--- config.mk ---
export PLATFORM = sky130hd
export DESIGN_NAME = regfile_param
export DESIGN_NICKNAME = d
export VERILOG_FILES = /design/src/rtl/regfile_param.sv
export SDC_FILE = /design/constraint.sdc
export NUM_CORES = 1
export LEC_CHECK = 0
export CAP_MARGIN = 10
export CORE_AREA = 2 2 172 174
export CTS_BUF_LIST = sky130_fd_sc_hd__clkbuf_4 sky130_fd_sc_hd__clkbuf_8 sky130_fd_sc_hd__clkbuf_16
export DETAILED_ROUTE_END_ITERATION = 10
export DIE_AREA = 0 0 174 176
export DONT_BUFFER_PORTS = 1
export GPL_TIMING_DRIVEN = 0
export PLACE_DENSITY = 0.74
export SYNTH_ARGS = -nofsm -noshare
export SYNTH_HDL_FRONTEND = slang
export SYNTH_SLANG_ARGS = --single-unit
export TNS_END_PERCENT = 50
--- constraint.sdc ---
create_clock -name clk -period 3.2 [get_ports clk]
set_clock_uncertainty 0.05 [all_clocks]
set_input_delay 0.64 -clock clk [delete_from_list [all_inputs] [get_ports clk]]
set_output_delay 0.64 -clock clk [all_outputs]
set_load 0.01 [all_outputs]
--- src/rtl/regfile_param.sv ---
// Parametrised two-read/one-write register file with optional hardwired zero
// register, same-cycle write forwarding and a sequenced bulk-clear engine.
module regfile_param #(
   parameter int DATA_W    = 16,
   parameter int ADDR_W    = 4,
   parameter bit ZERO_REG0 = 1'b1,
   parameter bit FWD_EN    = 1'b1
) (
   input  logic              clk,
   input  logic              rst_n,
   input  logic              regWrite,
   input  logic [ADDR_W-1:0] wrReg_addr,
   input  logic [DATA_W-1:0] wr_data,
   input  logic [ADDR_W-1:0] rdReg_addr1,
   input  logic [ADDR_W-1:0] rdReg_addr2,
   output logic [DATA_W-1:0] data1,
   output logic [DATA_W-1:0] data2,
   input  logic              clr_req,
   output logic              clr_busy,
   output logic              clr_done
);

   localparam int DEPTH = 2 ** ADDR_W;
   localparam logic [ADDR_W-1:0] IDX_LAST = ADDR_W'(DEPTH - 1);
   localparam logic [ADDR_W-1:0] IDX_ONE  = ADDR_W'(1);

   typedef enum logic [1:0] {
      S_IDLE,
      S_CLEAR,
      S_DONE
   } state_t;

   state_t              r_state;
   state_t              w_next_state;
   logic [ADDR_W-1:0]   r_idx;
   logic [DATA_W-1:0]   r_mem [DEPTH];
   logic                w_idle;
   logic                w_wr_en;
   logic                w_fwd;

   assign w_idle  = (r_state == S_IDLE);
   assign w_wr_en = w_idle && regWrite && !(ZERO_REG0 && (wrReg_addr == '0));
   assign w_fwd   = FWD_EN && w_idle && regWrite;

   // NOTE: sequential state uses <= so every flop samples pre-edge values.
   always_ff @(posedge clk or negedge rst_n) begin
      if (!rst_n) begin
         r_state <= S_IDLE;
      end else begin
         r_state <= w_next_state;
      end
   end

   // NOTE: default assigned first so no path leaves w_next_state unassigned (no latch).
   always_comb begin
      w_next_state = r_state;
      case (r_state)
         S_IDLE:  if (clr_req) w_next_state = S_CLEAR;
         S_CLEAR: if (r_idx == IDX_LAST) w_next_state = S_DONE;
         S_DONE:  w_next_state = S_IDLE;
         default: w_next_state = S_IDLE;
      endcase
   end

   // Index is parked at 0 while idle, so entering CLEAR always starts at register 0.
   always_ff @(posedge clk or negedge rst_n) begin
      if (!rst_n) begin
         r_idx <= '0;
      end else if (w_idle) begin
         r_idx <= '0;
      end else if (r_state == S_CLEAR) begin
         r_idx <= r_idx + IDX_ONE;
      end
   end

   // NOTE: the array sits in the async reset because every register must read 0 out of reset; this forces flops, not RAM.
   always_ff @(posedge clk or negedge rst_n) begin
      if (!rst_n) begin
         for (int i = 0; i < DEPTH; i++) begin
            r_mem[i] <= '0;
         end
      end else if (r_state == S_CLEAR) begin
         r_mem[r_idx] <= '0;
      end else if (w_wr_en) begin
         r_mem[wrReg_addr] <= wr_data;
      end
   end

   // Zero register wins over forwarding, forwarding wins over the stored value.
   assign data1 = (ZERO_REG0 && (rdReg_addr1 == '0)) ? '0 :
                  (w_fwd && (rdReg_addr1 == wrReg_addr)) ? wr_data : r_mem[rdReg_addr1];
   assign data2 = (ZERO_REG0 && (rdReg_addr2 == '0)) ? '0 :
                  (w_fwd && (rdReg_addr2 == wrReg_addr)) ? wr_data : r_mem[rdReg_addr2];

   assign clr_busy = (r_state != S_IDLE);
   assign clr_done = (r_state == S_DONE);

endmodule

==> results <==
worst max-delay path: cells and delay by family:
family | cells | cell delay (ns)
AND/OR/NAND/NOR | 1 | 0.50
AO/OA/AOI/OAI | 3 | 0.73
buffers and inverters | 3 | 0.68
path summary, 6_finish.rpt:
path / start / end / slack [ns] / depth (start not counted)
setup / recovery: rdReg_addr1[2] / data1[4] / -0.04 / 7
hold / removal: rst_n / r_idx[0] / -0.26 / 0
setup reg to reg: r_state[0] / r_mem[93] / 0.37 / 7
hold reg to reg: r_mem[244] / r_mem[244] / 0.47 / 1
max in group asynchronous: rst_n / r_mem[233] / 2.66 / 0
min in group clk: clr_req / r_state[0] / 0.18 / 2
cells in the final DEF (no fill, tap or decap), drive strengths merged, types with 5 or more instances in the layout:
master and count:
dfrtp 262, clkinv 6, a21oi 5, or3b 5
a22o 242, mux4 64, nor2b 7, o31ai 32
a31oi 40, xnor2 8, nor3 11, bufinv 5
nor4 6, buf 84, and2 18, mux2i 128
a211oi 32, nand3 33, clkbuf 91, or2 6
o22ai 64
layer usage:
metal / vias to the layer above / global-route usage, %
met4: 2 / 12.8
met1: 5675 / 40.4
li1: 4633 / -
met3: 151 / 6.87
met2: 714 / 48.4
met5: - / 0
power by group:
part           switching (mW)  internal, mW  leakage, nW
combinational            1.40          1.22         2.90
sequential              0.546          3.91         3.63
clock                    1.44          2.16        0.501
registers in the layout, summed over array words and instances (netlist names):
name / flops
r_idx: 4
r_state: 2
r_mem: 256
synth_stat cells, types with 2 or more instances:
master,n,area (um2)
mux2i_1,128,1280
inv_1,2,7.51
nand4_1,2,12.5
nand2b_1,4,25.0
buf_4,2,15.0
nor2_1,3,11.3
a22o_1,242,2120
or3_1,3,18.8
clkbuf_1,62,233
nor3_1,2,10.0
mux4_2,64,1440
nor4_4,6,128
or2_2,5,31.3
o22ai_1,64,400
nor3_2,8,80.1
a31oi_2,7,87.6
o31ai_1,32,240
dfrtp_1,262,6560
a31oi_4,2,42.5
nand2_1,4,15.0
or3b_2,4,35.0
nand3_1,33,165
a21oi_1,2,10.0
buf_2,50,250
ha_1,4,50.1
a21oi_2,3,26.3
a31oi_1,31,194
nor2b_1,7,43.8
buf_1,25,93.8
and2_1,18,113
nand3b_1,2,15.0
mux2_2,3,33.8
xnor2_1,8,70.1
a211oi_1,32,240
buf_6,3,33.8
cell type report:
| cell class | instances | area, um2 | share of cell area (%) |
|---|---|---|---|
| plain buffers | 134 | 728 | 4.44 |
| clock buffers | 36 | 792 | 4.83 |
| clock inverters | 16 | 231 | 1.41 |
| inverters | 2 | 7.51 | 0.0457 |
| multi-input cells | 733 | 7570 | 46.1 |
| flip-flops and latches | 262 | 6560 | 40.0 |
| well taps | 384 | 480 | 2.93 |
| repair buffers | 6 | 45.0 | 0.274 |
what timing repair did:
item,4_1_cts,5_1_grt
endpoints found under the setup margin,32,32
hold endpoints to repair,262,262
pin swaps,9,2
resized for setup,110,53
setup buffers,2,4
cells by family after synthesis:
kind of cell               after synthesis  share of synthesized area [%]
adders and majority gates                4                          0.352
buffers and inverters                  144                           4.46
muxes                                  195                           19.4
DFF                                    262                           46.1
and+or+nand+nor                        107                           5.31
xor gates and xnor gates                 8                          0.493
AOI/OAI and AO/OA                      419                           23.9
through the flow:
step	TNS, ns	std cells	hold slack [ns]
floorplan	0	1139	0.294
global placement	-19.13	1523	0.309
detailed placement	-18.46	1523	0.309
CTS	0	1570	-0.276
global route	-0.342	1573	-0.276
finish	-0.0731	1573	-0.260
==> flow_metrics.py <==
metrics = {
    "run_status": {
        "status": "finished with violations",
        "violations": "hold timing, setup timing",
    },
    "drt": {
        "routed-wl-met2_mm": 21.3,
        "wl_per_cell_um": 29.5,
        "drcViolationCount": 0,
        "vias": 11200,
        "dr_wl_met3_mm": 4.97,
        "vias_per_cell": 7.10,
        "m1WireLength_mm": 18.0,
        "totalWireLength_mm": 46.5,
        "drt-initial-drc-count": 1488,
        "ant_nets": 0,
        "topRoutingLayerUsed": "met5",
        "first_pass_iters": 7,
    },
    "sta": {
        "final_max_slew_viol_count": 0,
        "timing.fmax_mhz": 309,
        "min_period_over_period_pct": 101,
        "setup_ws_ns": -0.0384,
        "whs_ns": -0.260,
        "hold_viol": 262,
        "rsz0062_at_grt": "true",
        "max_slew_margin_pct": 30.3,
        "worst_pin_slew_ns": 1.04,
        "finalSetupViolCount": 3,
        "period_minus_slack_ns": 3.24,
    },
    "min_path": {
        "hold_path.class": "input port to asynchronous set/reset pin",
    },
    "clock_network": {
        "cts_tree": "built",
        "cts.clk_slew.worst_paths_ns": 0.06,
        "cts_root_buf": "clkbuf_16",
        "clkLatencyLatePin_ns": 0.56,
        "clk_path_buf_depth": 3,
        "numCtsBuffers": 28,
        "cts_sinks": 262,
        "h-tree-depth": 1,
    },
    "critical_path": {
        "crit_fanout": 10,
        "crit_path_top_delay_cell": "or3b_2",
        "cp.arrival_ns": 2.55,
        "crit_top_cell": "clkbuf_4",
        "start_kind": "input port",
        "path_cells": "clkbuf_4 -> or3b_2 -> clkbuf_2 -> clkbuf_4 -> o22ai_2 -> a211oi_1 -> a31oi_2",
        "path_class": "input port to output pin",
        "end_kind": "output pin",
        "slowest_delay_ns": 0.50,
        "worstPathRequired_ns": 2.51,
    },
    "layout": {
        "syn_to_final_growth_pct": 15.5,
        "drive_gt1_share_pct": 27.5,
        "fill_cells": 2284,
        "design_area_mm2": 0.0164,
        "fin_nets": 1203,
        "final_core_util_pct": 57.5,
        "num_antenna_cells": 0,
    },
    "synth": {
        "synth_cell_types": 45,
        "syn_nets": 1175,
        "ys_warn_count": 0,
        "synth_enable_flop_cells": 0,
        "yosysSeqAreaShare_pct": 46.1,
        "synth_ff_type": "dfrtp_1",
        "avgSynthCellArea_um2": 12.5,
        "ys_ff_latch": 262,
        "synth_area_mm2": 0.0142,
        "async_flop_share_pct": 100,
        "synthCells": 1139,
    },
    "floorplan": {
        "num_rows": 62,
        "fp.dieW_um": 174,
        "ios": 66,
        "fp.coreArea_mm2": 0.0285,
        "die-area_mm2": 0.0306,
        "die_h_um": 176,
        "start_util_pct": 49.8,
    },
    "power": {
        "power_mw": 10.7,
        "powerDensity_mw_per_mm2": 651,
        "vdd_drop_max_mv": 0.379,
        "p_leak_nw": 7.03,
    },
    "global_route": {
        "track_usage_pct": 30.4,
        "grt_overflow": 0,
        "grt_pass1_wl_mm": 71.0,
        "grt_max_degree": 263,
        "antenna_found_initial": 1,
        "grt_pass1_vias": 11400,
    },
    "placed_design": {
        "dp_hpwl_mm": 33.3,
        "dp_slack_ns": -0.703,
        "dpl_cell_area_mm2": 0.0147,
        "numPortBuffers": 0,
        "gp_congestion": 0.978,
    },
    "run": {
        "cap_violations": 0,
    },
}
(Power assumes the default switching activity.)
==> RTL edit 1 (same flow settings) <==
`ADDR_W`: 4 -> 3.
--- a/src/rtl/regfile_param.sv
+++ b/src/rtl/regfile_param.sv
@@ -4,3 +4,3 @@
    parameter int DATA_W    = 16,
-   parameter int ADDR_W    = 4,
+   parameter int ADDR_W    = 3,
    parameter bit ZERO_REG0 = 1'b1,
Interface: changed (resized rdReg_addr1, rdReg_addr2 and wrReg_addr); port bits go from 66 to 63. The function was not compared with the original's and may differ.
==> RTL edit 1 against the unedited design <==
The flow finishes with violations (negative hold slack); worst setup slack better by 0.092 ns; sequential cell count is 129 lower; utilization is 27 points lower; total power is 37% lower; non-clock buffer count is 69 lower; area after synthesis is 49% lower; wire length is 51% lower; design area is 47% lower; highest routed layer is now met4.
==> RTL edit 1: results (changes against the unedited design) <==
rr_worst_depth: 7  # unchanged
dp_hpwl_um: 15400  # was 33,300 um
met2_wirelength_um: 10900  # was 21,300 um
antenna_found_initial: 0  # was 1
ys_top_cells_by_count: "133 x dfrtp_1, 114 x a22o_1, 63 x mux2i_1"  # was 262 x dfrtp_1, 242 x a22o_1, 128 x mux2i_1
groute.usage.overall: 0.150  # was 0.304
hold_ws_ns: -0.143  # was -0.260 ns
synth_xor_area_frac: 0.00730  # was 0.00493
yosysWarnings: 0  # unchanged
nNetsFinal: 655  # was 1,203
critPathKind: "flip-flop to output pin"  # was input port to output pin
r2r_end: "r_mem[64]"  # was r_mem[93]
critPathCapture: "data2[7]"  # was data1[4]
drt_iter0_markers: 651  # was 1,488
timing.rr.start: "r_state[1]"  # was r_state[0]
slowest_stage: "or4_1"  # was or3b_2
layout-drive-gt1-share: 0.248  # was 0.275
yosysUniqueCellTypes: 32  # was 45
met1_length_um: 8680  # was 18,000 um
dr_total_vias: 5785  # was 11,200
cts_inserted_buffers: 17  # was 28
fmax_mhz: 318  # was 309 MHz
ys_seq_area_frac: 0.462  # was 0.461
routabilityCongestion: 0.910  # was 0.978
top_layer: "met4"  # was met5
crit_fanout: 10  # unchanged
antenna_cells: 0  # unchanged
routed_wl_um: 22800  # was 46,500 um
slew_headroom: 0.346  # was 0.303
met2_usage: 0.241  # was 0.484
grt_pass1_wl_um: 35700  # was 71,000 um
arrival_ns: 2.46  # was 2.55 ns
cp_top_family: "simple AND/OR/NAND/NOR gates"  # was compound AO/OA/AOI/OAI gates
synth_area_leaders: "dfrtp_1 46%, a22o_1 14%, mux4_2 11%, mux2i_1 8.8%, a211oi_1 3.1%"  # was dfrtp_1 46%, a22o_1 15%, mux4_2 10%, mux2i_1 9.0%, o22ai_1 2.8%
rrSetupSlack_ns: 0.57  # was 0.37 ns
p_leak_nw: 3.65  # was 7.03 nW
hold_class: "input port to asynchronous set/reset pin"  # unchanged
clk_pin_slew_ns: 0.07
cts_buffer_depth: 2  # was 3
use_met1: 0.178  # was 0.404
synth_mux_area_frac: 0.194  # about the same
synth_compound_area_frac: 0.207  # was 0.239
port_buffers: 0  # unchanged
drt-pass1-iter-count: 7  # unchanged
pre_cts_ws_ns: -0.471  # was -0.703 ns
synth_fp_nets: 635  # was 1,175
htree_levels: 4  # was 1
synth_fa_ha_area_frac: 0.00347  # was 0.00352
finalHoldViolCount: 133  # was 262
ir_worst_vdd_uv: 369  # was 379 uV
violations: "negative hold slack"  # was negative hold slack, negative setup slack
synth_flop_cell: "dfrtp_1"  # unchanged
met3_length_um: 1730  # was 4970 um
status: "complete, but fails checks"  # unchanged
switching_power_mw: 2.27  # was 3.39 mW
use_met3: 0.0398  # was 0.0687
grt_pass1_vias: 5885  # was 11,400
insertion_delay_ns: 0.43  # was 0.56 ns
reg.largest.list: "r_mem (128), r_idx (3), r_state (2)"  # was r_mem (256), r_idx (4), r_state (2)
grt_max_degree: 134  # was 263
-- RTL edit 1: power groups by stage --
stage	sequential [mW]	clock (mW)	combinational, mW
floorplan	2.50	0	1.41
global placement	2.60	0	1.76
detailed placement	2.63	0	1.80
CTS	2.63	2.13	1.91
global route	2.70	2.21	2.08
finish	2.66	2.13	1.96
-- RTL edit 1: through the flow --
stage	hold WS, ns	instance area [um2]	instances
after floorplan	0.294	7200	604
after global placement	0.300	7680	988
after detailed placement	0.301	7680	988
after CTS	-0.146	8550	1020
after global routing	-0.158	8630	1021
final	-0.143	8630	1021
-- RTL edit 1: what timing repair did --
item / 4_1_cts / 5_1_grt
pin swaps: 3 / 4
setup endpoints to repair: 30 / 23
hold endpoints to repair: 133 / 133
gates resized for setup: 59 / 18
buffers inserted: 1 / 3
-- RTL edit 1: cell type report --
cell class	count	area, um2
timing repair buffer	4	30.0
tap	384	480
sequential	133	3330
buffer	67	339
clock buffer	19	440
fill	2888	19900
clock inverter	13	195
inverter	1	3.75
multi-input combinational	400	3810
==> RTL edit 2 (same settings) <==
Without the edit above. Register the inputs `regWrite`, `wrReg_addr`, `wr_data`, `rdReg_addr1`, `rdReg_addr2` and `clr_req` before use, with the module's reset. The logic sees them one clock later.
--- a/src/rtl/regfile_param.sv
+++ b/src/rtl/regfile_param.sv
@@ -32,2 +32,27 @@
 
+   logic regWrite_q;
+   logic [ADDR_W-1:0] wrReg_addr_q;
+   logic [DATA_W-1:0] wr_data_q;
+   logic [ADDR_W-1:0] rdReg_addr1_q;
+   logic [ADDR_W-1:0] rdReg_addr2_q;
+   logic clr_req_q;
+
+   always_ff @(posedge clk or negedge rst_n) begin
+      if (!rst_n) begin
+         regWrite_q    <= '0;
+         wrReg_addr_q  <= '0;
+         wr_data_q     <= '0;
+         rdReg_addr1_q <= '0;
+         rdReg_addr2_q <= '0;
+         clr_req_q     <= '0;
+      end else begin
+         regWrite_q    <= regWrite;
+         wrReg_addr_q  <= wrReg_addr;
+         wr_data_q     <= wr_data;
+         rdReg_addr1_q <= rdReg_addr1;
+         rdReg_addr2_q <= rdReg_addr2;
+         clr_req_q     <= clr_req;
+      end
+   end
+
    state_t              r_state;
@@ -41,4 +66,4 @@
    assign w_idle  = (r_state == S_IDLE);
-   assign w_wr_en = w_idle && regWrite && !(ZERO_REG0 && (wrReg_addr == '0));
-   assign w_fwd   = FWD_EN && w_idle && regWrite;
+   assign w_wr_en = w_idle && regWrite_q && !(ZERO_REG0 && (wrReg_addr_q == '0));
+   assign w_fwd   = FWD_EN && w_idle && regWrite_q;
 
@@ -57,3 +82,3 @@
       case (r_state)
-         S_IDLE:  if (clr_req) w_next_state = S_CLEAR;
+         S_IDLE:  if (clr_req_q) w_next_state = S_CLEAR;
          S_CLEAR: if (r_idx == IDX_LAST) w_next_state = S_DONE;
@@ -84,3 +109,3 @@
       end else if (w_wr_en) begin
-         r_mem[wrReg_addr] <= wr_data;
+         r_mem[wrReg_addr_q] <= wr_data_q;
       end
@@ -89,6 +114,6 @@
    // Zero register wins over forwarding, forwarding wins over the stored value.
-   assign data1 = (ZERO_REG0 && (rdReg_addr1 == '0)) ? '0 :
-                  (w_fwd && (rdReg_addr1 == wrReg_addr)) ? wr_data : r_mem[rdReg_addr1];
-   assign data2 = (ZERO_REG0 && (rdReg_addr2 == '0)) ? '0 :
-                  (w_fwd && (rdReg_addr2 == wrReg_addr)) ? wr_data : r_mem[rdReg_addr2];
+   assign data1 = (ZERO_REG0 && (rdReg_addr1_q == '0)) ? '0 :
+                  (w_fwd && (rdReg_addr1_q == wrReg_addr_q)) ? wr_data_q : r_mem[rdReg_addr1_q];
+   assign data2 = (ZERO_REG0 && (rdReg_addr2_q == '0)) ? '0 :
+                  (w_fwd && (rdReg_addr2_q == wrReg_addr_q)) ? wr_data_q : r_mem[rdReg_addr2_q];
 
Formal check against the unedited RTL: not equivalent (Yosys sat finds a counterexample within 4 cycles, from zero or initial values and one cycle with rst_n low).
==> RTL edit 2 against the unedited design <==
The run ends with negative hold slack left; clock power rose by 9.7%; area after synthesis rose by 6.2%; global-route usage rose by 0.081 points; wire length barely moved; first-iteration DRC count fell by 11%; worst setup slack improved by 0.047 ns; sequential cell count rose by 30; non-clock buffer count rose by 2; total power rose by 14%; design area rose by 7.9%.
==> RTL edit 2: results (changes against the unedited design) <==
status: "complete, but fails checks"  # unchanged
violations: "negative hold slack"  # was negative hold slack, negative setup slack
routabilityCongestion: 0.974  # was 0.978
finalHoldViolCount: 292  # was 262
htree_levels: 2  # was 1
yosysUniqueCellTypes: 41  # was 45
hold_ws_ns: -0.209  # was -0.260 ns
final_cells: 1604  # was 1,573
synth_area_leaders: "dfrtp_1 48%, a22o_1 14%, mux4_2 9.6%, mux2i_1 8.5%, o22ai_1 2.7%"  # was dfrtp_1 46%, a22o_1 15%, mux4_2 10%, mux2i_1 9.0%, o22ai_1 2.8%
p_leak_nw: 7.55  # was 7.03 nW
groute.usage.overall: 0.305  # was 0.304
drt_iter0_markers: 1320  # was 1,488
placedCellCount: 1549  # was 1,523
routedWlPerCell_um: 28.9  # was 29.5 um
synth_fp_nets: 1201  # was 1,175
nNetsFinal: 1233  # was 1,203
ys_seq_area_frac: 0.484  # was 0.461
avgViaCountPerCell: 7.12  # was 7.10
reg.largest.list: "r_mem (256), wr_data_q (16)"  # was r_mem (256), r_idx (4), r_state (2)
grt_pass1_wl_um: 70800  # was 71,000 um
dp_hpwl_um: 33300  # about the same
p_int_mw: 8.35  # was 7.30 mW
ir_worst_vdd_uv: 528  # was 379 uV
grt_max_degree: 293  # was 263
grt_pass1_vias: 11400  # about the same
antenna_found_initial: 0  # was 1
avgSynthCellArea_um2: 13.0  # was 12.5 um2
worstMarginPinSlew_ns: 0.775  # was 1.04 ns
drt-pass1-iter-count: 5  # was 7
[RTL edit 2: changes by cell type after synthesis, sizes merged, moves of 2 or more]
cell,unedited run,this run
clkbuf,62,69
dfrtp,262,292
a41oi,0,3
nand2,4,2
a21oi,5,2
and2,18,16
buf,80,77
[RTL edit 2: final timing paths]
check / startpoint / to / slack (ns)
max: rdReg_addr1_q[1] / data1[14] / 0.008
min: rst_n / clr_req_q / -0.21
max reg2reg: r_state[0] / r_mem[185] / 0.65
min reg2reg: clr_req_q / r_state[0] / 0.45
max in group asynchronous: rst_n / r_mem[180] / 2.90
min in group clk: wr_data[6] / wr_data_q[6] / 0.10
[RTL edit 2: repair_timing]
item	in CTS	in global routing
endpoints found under the hold margin	292	292
gates resized for setup	163	70
buffers inserted	6	0
setup endpoints to repair	32	32
pin swaps	12	5
[RTL edit 2: critical path, delay by kind of cell (launching register included)]
family	cells	cell delay [ns]
AO/OA/AOI/OAI	3	0.65
AND/OR/NAND/NOR	1	0.52
buffers and inverters	2	0.44
flip-flops	1	0.37
[RTL edit 2: power groups by stage]
stage,combinational [mW],clock [mW],sequential (mW)
floorplan,2.27,0,4.91
global placement,2.80,0,5.06
detailed placement,2.89,0,5.09
CTS,3.05,4.00,5.06
global route,3.33,4.13,5.19
finish,3.15,3.95,5.11
[RTL edit 2: routing by layer]
metal,wire (um),GRT usage
met1,19000,0.425
met2,21600,0.482
met3,4240,0.0599
met4,1580,0.105
met5,0,0
[RTL edit 2: cell families (layout without fill, tap and decap cells)]
logic type / count (synthesis) / count (layout) / synth area share
and+or+nand+nor: 98 / 98 / 0.0500
xor gates and xnor gates: 8 / 8 / 0.00464
DFF: 292 / 292 / 0.484
adders and majority gates: 4 / 4 / 0.00332
AOI/OAI and AO/OA: 419 / 419 / 0.229
buffers and inverters: 148 / 203 / 0.0456
muxes: 196 / 196 / 0.183
[RTL edit 2: area by class of cell]
cell class,instances,area (um2)
inverters,2,7.51
plain buffers,136,837
clock buffers,47,1020
fillers,2191,10800
clock inverters,12,123
multi-input cells,725,7890
repair buffers,6,45.0
flip-flops and latches,292,7310
well taps,384,480
[RTL edit 2: metrics by stage]
stage | worst slack [ns] | power (mW) | area, um2
after floorplan | 0.648 | 7.17 | 15100
after global placement | -0.362 | 7.87 | 15600
after detailed placement | -0.355 | 7.98 | 15600
after CTS | -0.0267 | 12.1 | 17400
after global routing | -0.0655 | 12.7 | 17700
final | 0.00830 | 12.2 | 17700
